## src/rtl/execute_mdu.sv

```systemverilog
// Execute stage: single-cycle ALU, operand forwarding, branch/jump
// resolution and an iterative RV M-extension multiply/divide unit that
// stalls the front of the pipeline until its result is ready.
module execute_mdu #(
  parameter int XLEN     = 32,
  parameter int FAST_MUL = 0
) (
  input  logic            clk,
  input  logic            reset_n,
  input  logic [XLEN-1:0] PIP_pc_i,
  input  logic [XLEN-1:0] PIP_operand1_i,
  input  logic [XLEN-1:0] PIP_operand2_i,
  input  logic [XLEN-1:0] PIP_immediate_i,
  input  logic [4:0]      PIP_rd_i,
  input  logic [3:0]      PIP_aluOper_i,
  input  logic            PIP_use_imm_i,
  input  logic            PIP_use_pc_i,
  input  logic            PIP_use_zero_i,
  input  logic            PIP_md_valid_i,
  input  logic [2:0]      PIP_md_oper_i,
  input  logic [1:0]      PIP_bnj_oper_i,
  input  logic            PIP_is_bnj_i,
  input  logic            PIP_bnj_neg_i,
  input  logic [4:0]      PIP_memOper_i,
  input  logic            PIP_use_mem_i,
  input  logic            PIP_write_reg_i,
  input  logic            PIP_TRAP_i,
  input  logic            use_EX_MEM_rs1_i,
  input  logic            use_EX_MEM_rs2_i,
  input  logic            use_MEM_WB_rs1_i,
  input  logic            use_MEM_WB_rs2_i,
  input  logic [XLEN-1:0] EX_MEM_operand_i,
  input  logic [XLEN-1:0] MEM_WB_operand_i,
  output logic [4:0]      PIP_memOper_o,
  output logic [XLEN-1:0] PIP_alu_result_o,
  output logic [XLEN-1:0] PIP_second_operand_o,
  output logic            PIP_use_mem_o,
  output logic            PIP_write_reg_o,
  output logic            PIP_TRAP_o,
  output logic [4:0]      PIP_rd_o,
  output logic            PC_load_target_o,
  output logic [XLEN-1:0] PC_target_address_o,
  output logic            stall_o
);

  localparam int SHW = $clog2(XLEN);
  localparam int W2  = 2 * XLEN;

  localparam logic [3:0] ALU_ADD  = 4'd0;
  localparam logic [3:0] ALU_SUB  = 4'd1;
  localparam logic [3:0] ALU_AND  = 4'd2;
  localparam logic [3:0] ALU_XOR  = 4'd3;
  localparam logic [3:0] ALU_OR   = 4'd4;
  localparam logic [3:0] ALU_SLT  = 4'd5;
  localparam logic [3:0] ALU_SLTU = 4'd6;
  localparam logic [3:0] ALU_SEQ  = 4'd7;
  localparam logic [3:0] ALU_SLL  = 4'd8;
  localparam logic [3:0] ALU_SRA  = 4'd9;
  localparam logic [3:0] ALU_SRL  = 4'd10;

  localparam logic [2:0] MD_MUL = 3'd0;

  localparam logic [XLEN-1:0] XMIN  = {1'b1, {(XLEN-1){1'b0}}};
  localparam logic [XLEN-1:0] XONES = {XLEN{1'b1}};
  localparam logic [XLEN-1:0] XZERO = {XLEN{1'b0}};
  localparam logic [SHW-1:0]  LAST_COUNT = SHW'(XLEN - 1);

  typedef enum logic [1:0] {
    ST_IDLE = 2'd0,
    ST_BUSY = 2'd1,
    ST_DONE = 2'd2
  } md_state_e;

  // Datapath signals
  logic [XLEN-1:0] operand1_s, new_rs2_s, operand2_s, alu_res_s;
  logic [SHW-1:0]  shamt_s;
  logic            branch_taken_s;
  logic            stall_s;

  // MDU state and registers
  md_state_e       state_q, state_d;
  logic [W2-1:0]   work_q, work_d;
  logic [XLEN-1:0] mcand_q, mcand_d;
  logic [2:0]      op_q, op_d;
  logic            neg_q, neg_d;
  logic            spec_q, spec_d;
  logic [SHW-1:0]  count_q, count_d;

  // MDU decode of the incoming instruction
  logic            start_s, is_div_s, is_rem_s, a_signed_s, b_signed_s;
  logic            neg_a_s, neg_b_s, div_zero_s, div_ovf_s, special_s, fast_s;
  logic [XLEN-1:0] mag_a_s, mag_b_s, spec_res_s;
  logic            neg_res_s;

  // Iteration step and result correction
  logic [XLEN:0]   mul_sum_s, div_tmp_s, div_diff_s;
  logic [W2-1:0]   mul_next_s, div_next_s, prod_s;
  logic [XLEN-1:0] quo_s, rem_s, mdu_res_s;

  // EX/MEM register
  logic [4:0]      mem_oper_q, mem_oper_d;
  logic [XLEN-1:0] alu_result_q, alu_result_d;
  logic [XLEN-1:0] second_q, second_d;
  logic            use_mem_q, use_mem_d;
  logic            write_reg_q, write_reg_d;
  logic            trap_q, trap_d;
  logic [4:0]      rd_q, rd_d;

  // Operand selection with forwarding (EX/MEM beats MEM/WB)
  always_comb begin
    operand1_s = PIP_operand1_i;
    new_rs2_s  = PIP_operand2_i;
    if (PIP_use_zero_i) begin
      operand1_s = XZERO;
    end else if (PIP_use_pc_i) begin
      operand1_s = PIP_pc_i;
    end else if (use_EX_MEM_rs1_i) begin
      operand1_s = EX_MEM_operand_i;
    end else if (use_MEM_WB_rs1_i) begin
      operand1_s = MEM_WB_operand_i;
    end else begin
      operand1_s = PIP_operand1_i;
    end
    if (use_EX_MEM_rs2_i) begin
      new_rs2_s = EX_MEM_operand_i;
    end else if (use_MEM_WB_rs2_i) begin
      new_rs2_s = MEM_WB_operand_i;
    end else begin
      new_rs2_s = PIP_operand2_i;
    end
    operand2_s = PIP_use_imm_i ? PIP_immediate_i : new_rs2_s;
    shamt_s    = operand2_s[SHW-1:0];
  end

  // Single-cycle ALU
  always_comb begin
    alu_res_s = XZERO;
    case (PIP_aluOper_i)
      ALU_ADD:  alu_res_s = operand1_s + operand2_s;
      ALU_SUB:  alu_res_s = operand1_s - operand2_s;
      ALU_AND:  alu_res_s = operand1_s & operand2_s;
      ALU_XOR:  alu_res_s = operand1_s ^ operand2_s;
      ALU_OR:   alu_res_s = operand1_s | operand2_s;
      ALU_SLT:  alu_res_s = {{(XLEN-1){1'b0}}, ($signed(operand1_s) < $signed(operand2_s))};
      ALU_SLTU: alu_res_s = {{(XLEN-1){1'b0}}, (operand1_s < operand2_s)};
      ALU_SEQ:  alu_res_s = {{(XLEN-1){1'b0}}, (operand1_s == operand2_s)};
      ALU_SLL:  alu_res_s = operand1_s << shamt_s;
      ALU_SRA:  alu_res_s = $unsigned($signed(operand1_s) >>> shamt_s);
      ALU_SRL:  alu_res_s = operand1_s >> shamt_s;
      default:  alu_res_s = XZERO;
    endcase
  end

  // Branch/jump resolution; a stalled instruction must not redirect the PC
  always_comb begin
    branch_taken_s = PIP_is_bnj_i & (PIP_bnj_oper_i[1] | (alu_res_s[0] ^ PIP_bnj_neg_i));
  end

  assign PC_load_target_o    = branch_taken_s & ~stall_s;
  assign PC_target_address_o = (PIP_bnj_oper_i[0] ? operand1_s : PIP_pc_i) + PIP_immediate_i;
  assign stall_o             = stall_s;

  // Decode the M-extension op sitting in ID/EX: signedness, magnitudes, special cases
  always_comb begin
    start_s    = PIP_md_valid_i & ~PIP_TRAP_i;
    is_div_s   = PIP_md_oper_i[2];
    is_rem_s   = PIP_md_oper_i[2] & PIP_md_oper_i[1];
    if (is_div_s) begin
      a_signed_s = ~PIP_md_oper_i[0];
      b_signed_s = ~PIP_md_oper_i[0];
    end else begin
      a_signed_s = (PIP_md_oper_i[1:0] != 2'b11);
      b_signed_s = ~PIP_md_oper_i[1];
    end
    neg_a_s    = a_signed_s & operand1_s[XLEN-1];
    neg_b_s    = b_signed_s & new_rs2_s[XLEN-1];
    mag_a_s    = neg_a_s ? -operand1_s : operand1_s;
    mag_b_s    = neg_b_s ? -new_rs2_s : new_rs2_s;
    neg_res_s  = is_rem_s ? neg_a_s : (neg_a_s ^ neg_b_s);
    div_zero_s = is_div_s & (new_rs2_s == XZERO);
    div_ovf_s  = is_div_s & b_signed_s & (operand1_s == XMIN) & (new_rs2_s == XONES);
    special_s  = div_zero_s | div_ovf_s;
    fast_s     = (FAST_MUL != 0) & ~is_div_s;
    if (div_zero_s) begin
      spec_res_s = is_rem_s ? operand1_s : XONES;
    end else if (div_ovf_s) begin
      spec_res_s = is_rem_s ? XZERO : XMIN;
    end else begin
      spec_res_s = XZERO;
    end
  end

  // MDU state register
  always_ff @(posedge clk) begin
    if (!reset_n) begin
      state_q <= ST_IDLE;
    end else begin
      state_q <= state_d;
    end
  end

  // MDU next-state logic
  always_comb begin
    state_d = state_q;
    case (state_q)
      ST_IDLE: begin
        if (start_s) begin
          state_d = (special_s | fast_s) ? ST_DONE : ST_BUSY;
        end else begin
          state_d = ST_IDLE;
        end
      end
      ST_BUSY: begin
        if (count_q == LAST_COUNT) begin
          state_d = ST_DONE;
        end else begin
          state_d = ST_BUSY;
        end
      end
      ST_DONE: state_d = ST_IDLE;
      default: state_d = ST_IDLE;
    endcase
  end

  // MDU outputs: stall from the issue cycle until the result cycle
  always_comb begin
    stall_s = 1'b0;
    case (state_q)
      ST_IDLE: stall_s = start_s;
      ST_BUSY: stall_s = 1'b1;
      ST_DONE: stall_s = 1'b0;
      default: stall_s = 1'b0;
    endcase
  end

  // One iteration: shift-add multiply (right shift) or restoring divide (left shift)
  always_comb begin
    mul_sum_s  = {1'b0, work_q[W2-1:XLEN]} + {1'b0, mcand_q};
    if (work_q[0]) begin
      mul_next_s = {mul_sum_s, work_q[XLEN-1:1]};
    end else begin
      mul_next_s = {1'b0, work_q[W2-1:1]};
    end
    div_tmp_s  = work_q[W2-1:XLEN-1];
    div_diff_s = div_tmp_s - {1'b0, mcand_q};
    if (!div_diff_s[XLEN]) begin
      div_next_s = {div_diff_s[XLEN-1:0], work_q[XLEN-2:0], 1'b1};
    end else begin
      div_next_s = {div_tmp_s[XLEN-1:0], work_q[XLEN-2:0], 1'b0};
    end
  end

  // MDU datapath: latch operands at issue, iterate while busy, hold otherwise
  always_comb begin
    work_d  = work_q;
    mcand_d = mcand_q;
    op_d    = op_q;
    neg_d   = neg_q;
    spec_d  = spec_q;
    count_d = count_q;
    case (state_q)
      ST_IDLE: begin
        if (start_s) begin
          mcand_d = mag_b_s;
          op_d    = PIP_md_oper_i;
          neg_d   = neg_res_s;
          spec_d  = special_s;
          count_d = {SHW{1'b0}};
          if (special_s) begin
            work_d = {XZERO, spec_res_s};
          end else if (fast_s) begin
            work_d = {XZERO, mag_a_s} * {XZERO, mag_b_s};
          end else begin
            work_d = {XZERO, mag_a_s};
          end
        end else begin
          work_d = work_q;
        end
      end
      ST_BUSY: begin
        work_d  = op_q[2] ? div_next_s : mul_next_s;
        count_d = count_q + SHW'(1);
      end
      ST_DONE: work_d = work_q;
      default: work_d = work_q;
    endcase
  end

  // MDU registers
  always_ff @(posedge clk) begin
    if (!reset_n) begin
      work_q  <= {W2{1'b0}};
      mcand_q <= XZERO;
      op_q    <= 3'd0;
      neg_q   <= 1'b0;
      spec_q  <= 1'b0;
      count_q <= {SHW{1'b0}};
    end else begin
      work_q  <= work_d;
      mcand_q <= mcand_d;
      op_q    <= op_d;
      neg_q   <= neg_d;
      spec_q  <= spec_d;
      count_q <= count_d;
    end
  end

  // Sign-correct the magnitude result and pick the requested half
  always_comb begin
    prod_s = neg_q ? -work_q : work_q;
    quo_s  = work_q[XLEN-1:0];
    rem_s  = work_q[W2-1:XLEN];
    if (spec_q) begin
      mdu_res_s = work_q[XLEN-1:0];
    end else if (!op_q[2]) begin
      mdu_res_s = (op_q == MD_MUL) ? prod_s[XLEN-1:0] : prod_s[W2-1:XLEN];
    end else if (op_q[1]) begin
      mdu_res_s = neg_q ? -rem_s : rem_s;
    end else begin
      mdu_res_s = neg_q ? -quo_s : quo_s;
    end
  end

  // EX/MEM next value: bubble while stalled, MDU result in DONE, ALU otherwise
  always_comb begin
    mem_oper_d   = PIP_memOper_i;
    use_mem_d    = PIP_use_mem_i;
    write_reg_d  = PIP_write_reg_i;
    trap_d       = PIP_TRAP_i;
    rd_d         = PIP_rd_i;
    second_d     = new_rs2_s;
    alu_result_d = alu_res_s;
    if (stall_s) begin
      mem_oper_d   = 5'd0;
      use_mem_d    = 1'b0;
      write_reg_d  = 1'b0;
      trap_d       = 1'b0;
      rd_d         = 5'd0;
      second_d     = XZERO;
      alu_result_d = XZERO;
    end else if (state_q == ST_DONE) begin
      alu_result_d = mdu_res_s;
    end else if (PIP_is_bnj_i & PIP_bnj_oper_i[1]) begin
      alu_result_d = PIP_pc_i + XLEN'(4);
    end else begin
      alu_result_d = alu_res_s;
    end
  end

  // EX/MEM pipeline register
  always_ff @(posedge clk) begin
    if (!reset_n) begin
      mem_oper_q   <= 5'd0;
      alu_result_q <= XZERO;
      second_q     <= XZERO;
      use_mem_q    <= 1'b0;
      write_reg_q  <= 1'b0;
      trap_q       <= 1'b0;
      rd_q         <= 5'd0;
    end else begin
      mem_oper_q   <= mem_oper_d;
      alu_result_q <= alu_result_d;
      second_q     <= second_d;
      use_mem_q    <= use_mem_d;
      write_reg_q  <= write_reg_d;
      trap_q       <= trap_d;
      rd_q         <= rd_d;
    end
  end

  assign PIP_memOper_o        = mem_oper_q;
  assign PIP_alu_result_o     = alu_result_q;
  assign PIP_second_operand_o = second_q;
  assign PIP_use_mem_o        = use_mem_q;
  assign PIP_write_reg_o      = write_reg_q;
  assign PIP_TRAP_o           = trap_q;
  assign PIP_rd_o             = rd_q;

endmodule

```

## config.mk

```make
export PLATFORM = sky130hd
export DESIGN_NAME = execute_mdu
export DESIGN_NICKNAME = d
export VERILOG_FILES = /design/src/rtl/execute_mdu.sv
export SDC_FILE = /design/constraint.sdc
export NUM_CORES = 2
export LEC_CHECK = 0
export ABC_CLOCK_PERIOD_IN_PS = 4800
export BUFFER_PORTS_ARGS = -buffer_cell sky130_fd_sc_hd__clkbuf_2
export CORE_MARGIN = 2
export CORE_UTILIZATION = 42
export DETAILED_ROUTE_END_ITERATION = 8
export SYNTH_ARGS = -nofsm -noshare
export SYNTH_HDL_FRONTEND = slang
export SYNTH_SLANG_ARGS = --single-unit
export TNS_END_PERCENT = 10
```

## constraint.sdc

```tcl
create_clock -name clk -period 4.8 [get_ports clk]
set_input_delay 0.24 -clock clk [delete_from_list [all_inputs] [get_ports clk]]
set_output_delay 0.24 -clock clk [all_outputs]
set_load 0.02 [all_outputs]
```

==> impl_metrics.ini <==
[outcome]
status = complete, but fails checks
violations = capacitance limit

[logic_synthesis]
netlist_area_mm2 = 0.0286
synth_cell_types = 97
synth_edf_count = 0
netlist.area_leader.share_pct = 13.0
ys_top_cells_by_area = dfxtp_1 13%, ha_1 8.6%, mux2i_1 6.6%
yosysWarningCount = 0
synth_top_area_cell = dfxtp_1
synth_seq_cells = 185
syn_area_per_cell_um2 = 7.00
yosysSeqAreaShare_pct = 13.0
ys_async_sr_fraction_pct = 0
syn_nets = 4514
synthFlopType = dfxtp_1
syn_inst = 4087

[global_route]
grt_pass1_wl_um = 234000
grt.total_usage_pct = 45.5
grt_max_degree = 67
grt_antenna_before_repair = 18
grt-ovfl-total = 0
grt_pass1_vias = 32939

[setup_path]
r2r-start = work_q[39]$_SDFFE_PN0P_
path_class = in2out
crit_path_start_kind = primary input
path_max_fanout = 12
cp.required_ns = 4.56
startpoint = use_MEM_WB_rs2_i
cp.arrival_ns = 4.48
critPathCaptureType = output port

[pwr]
cellLeakagePower_nw = 15.3
power_density_mw_per_mm2 = 237
p_total_w = 0.00803
ir_drop_v = 0.000198

[sta]
fin_skew_ns = 0.0282
fin_ws_ns = 0.0821
slew_headroom_pct = 0.653
worstMarginPinSlew_ns = 1.47
setup_viol = 0
rsz0062_at_grt = true
max_freq_mhz = 212
hold_viol = 0
report.final.slew_viol_count = 0
finalSetupTns_ns = 0
fin_crit_sh_pct = 98.3
fin_crit_ns = 4.72

[floorplan]
initial_utilization_pct = 42.5
num_rows = 95
io_pins = 337
die_w_um = 265
core_area_mm2 = 0.0673
dieHeight_um = 265
die_area_mm2 = 0.0702

[route]
route.detailed.drc = 0
vias = 35314
routedWlPerCell_um = 30.7
viasPerCell = 6.53
dr.pass1.iters = 7
ant_nets = 0
wl_um = 166000
drtIter0Drc = 4494

[hold_path]
min_path_type = in2reg
hp-start = PIP_md_oper_i[0]

[layout]
fin_nets = 4944
drive_gt1_share_pct = 20.6
area_growth_syn_to_layout_pct = 18.7
fillCellCount = 6944

[flow_run]
max_cap_viol_count = 1

[clock_network]
insertion_delay_ns = 0.51
htree_levels = 4
cts.path.max_buffers = 2
clkTransAtPathRegs_ns = 0.08
cts_buffers = 17
cts_root_buffer = clkbuf_16
cts_tree = built
clock-sinks = 185

[place]
dp_hpwl_um = 136000
place_congestion = 1.06
place_ws_ns = -0.288
io_buffers = 336
==> critical path, stage by stage <==
cell and delay, ns:
clkbuf_4 0.24, buf_4 0.20, buf_4 0.23, mux2_2 0.36, mux2i_1 0.28, o21ai_0 0.25
ha_1 0.36, or4_1 0.62, or4_1 0.42, nor3_1 0.22, nand3_1 0.13, o221ai_1 0.14
a2111oi_4 0.10, buf_4 0.20, xnor2_1 0.12, o211a_1 0.20, clkbuf_2 0.15
==> power breakdown <==
group          leakage, nW  internal, W  total, W  switching, W
sequential            1.51      0.00163   0.00174      0.000112
clock                0.311     0.000768   0.00163      0.000867
combinational         13.4      0.00166   0.00465       0.00299
==> state kept, by name, indices dropped and copies added (netlist names), 2 cells and up <==
register	cells
PIP_memOper_o	5
PIP_rd_o	5
count_q	5
state_q	2
work_q	64
PIP_alu_result_o	32
op_q	3
mcand_q	32
PIP_second_operand_o	32
==> metal layers <==
layer  global-route usage [%]  up-vias  wire length [um]
met5                    0.970        -               171
met4                     30.3       14             13000
met3                     12.4      531             17200
met2                     71.4     2190             72700
met1                     54.4    16805             63100
li1                         -    15774                 -
==> cell type report <==
cell class / instances / area [um^2] / share of cell area (%)
antenna: 7 / 17.5 / 0.0516
clock buffer: 17 / 425 / 1.25
clock inverter: 15 / 220 / 0.649
inverter: 179 / 681 / 2.01
multi-input combinational: 3418 / 23100 / 68.1
sequential: 185 / 3710 / 10.9
tap: 873 / 1090 / 3.22
timing repair buffer: 716 / 4680 / 13.8
==> through the flow <==
stage | utilization [%] | instances | hold WS [ns] | instance area (um^2)
after global routing | 50.4 | 5405 | 0.138 | 33900
after detailed placement | 49.1 | 5357 | 0.474 | 33100
after CTS | 50.4 | 5403 | 0.104 | 33900
final | 50.4 | 5410 | 0.147 | 33900
after global placement | 49.1 | 5357 | 0.470 | 33100
after floorplan | - | 4087 | 0.385 | 28600
==> cell usage in the layout, fill, tap and decap left out, types with 32 or more instances in the layout <==
| cell type | instances |
|---|---|
| o21a_1 | 32 |
| nand2_1 | 403 |
| xnor2_1 | 166 |
| dfxtp_1 | 182 |
| ha_1 | 197 |
| nor3_1 | 86 |
| buf_4 | 357 |
| nand2b_1 | 35 |
| nand3_1 | 91 |
| xor2_1 | 79 |
| a221o_1 | 37 |
| a21oi_1 | 328 |
| o21ai_0 | 319 |
| mux2_2 | 97 |
| clkbuf_2 | 335 |
| a211oi_1 | 71 |
| nor2_1 | 404 |
| a21o_1 | 55 |
| nor2b_1 | 61 |
| and3_1 | 52 |
| a221oi_1 | 39 |
| inv_1 | 161 |
| mux2i_1 | 188 |
| o221ai_1 | 34 |
| o211ai_1 | 39 |
| a31oi_1 | 46 |
==> cells in the mapped netlist, types with 21 or more instances <==
cell and n:
or2_2 29, o21ai_0 321, a21o_1 55, o31ai_1 30, nand3_1 91, and3_1 52, ha_1 197, xnor2_1 166
buf_1 22, xor2_1 79, nor2_1 407, o22ai_1 30, o221ai_1 34, nor4_1 28, o21bai_1 29, a31oi_1 46
clkbuf_1 248, nor2b_1 64, mux2_2 97, nand2b_1 36, dfxtp_1 185, o211a_1 28, a221o_1 37, o21a_1 34
nand4_1 21, a211oi_1 72, nor3_1 89, buf_2 23, and2_1 30, and3b_1 23, o211ai_1 39, a21oi_1 329
or3_1 29, a221oi_1 40, nand2_1 404, inv_1 161, mux2i_1 188
==> worst paths after layout <==
kind                             end  slack (ns)  cells past startpoint
max                 PC_load_target_o        0.08                     17
min reg2reg  count_q[4]$_SDFFE_PN0P_        0.50                      1
min             op_q[0]$_SDFFE_PN0P_        0.15                      3
max reg2reg  work_q[57]$_SDFFE_PN0P_        0.69                     12
==> repair_timing <==
action	4_1_cts	5_1_grt
hold endpoints to repair	13	0
gates resized for setup	5	10
setup endpoints to repair	2	6
buffers inserted	1	0
hold buffers	13	0
pin swaps	1	1
==> kinds of logic (layout without fill, tap and decap cells) <==
group                    after synthesis  after routing  share of synthesized area (%)
other                                  0              7                              0
buffers and inverters                484            927                           6.72
flip-flops                           185            185                           13.0
AND/OR/NAND/NOR                     1362           1362                           22.5
adder cells (fa/ha/maj)              201            201                           8.90
AO/OA/AOI/OAI                       1312           1312                           30.3
multiplexers                         298            298                           11.1
XOR/XNOR                             245            245                           7.51
(Power assumes the default switching activity.)
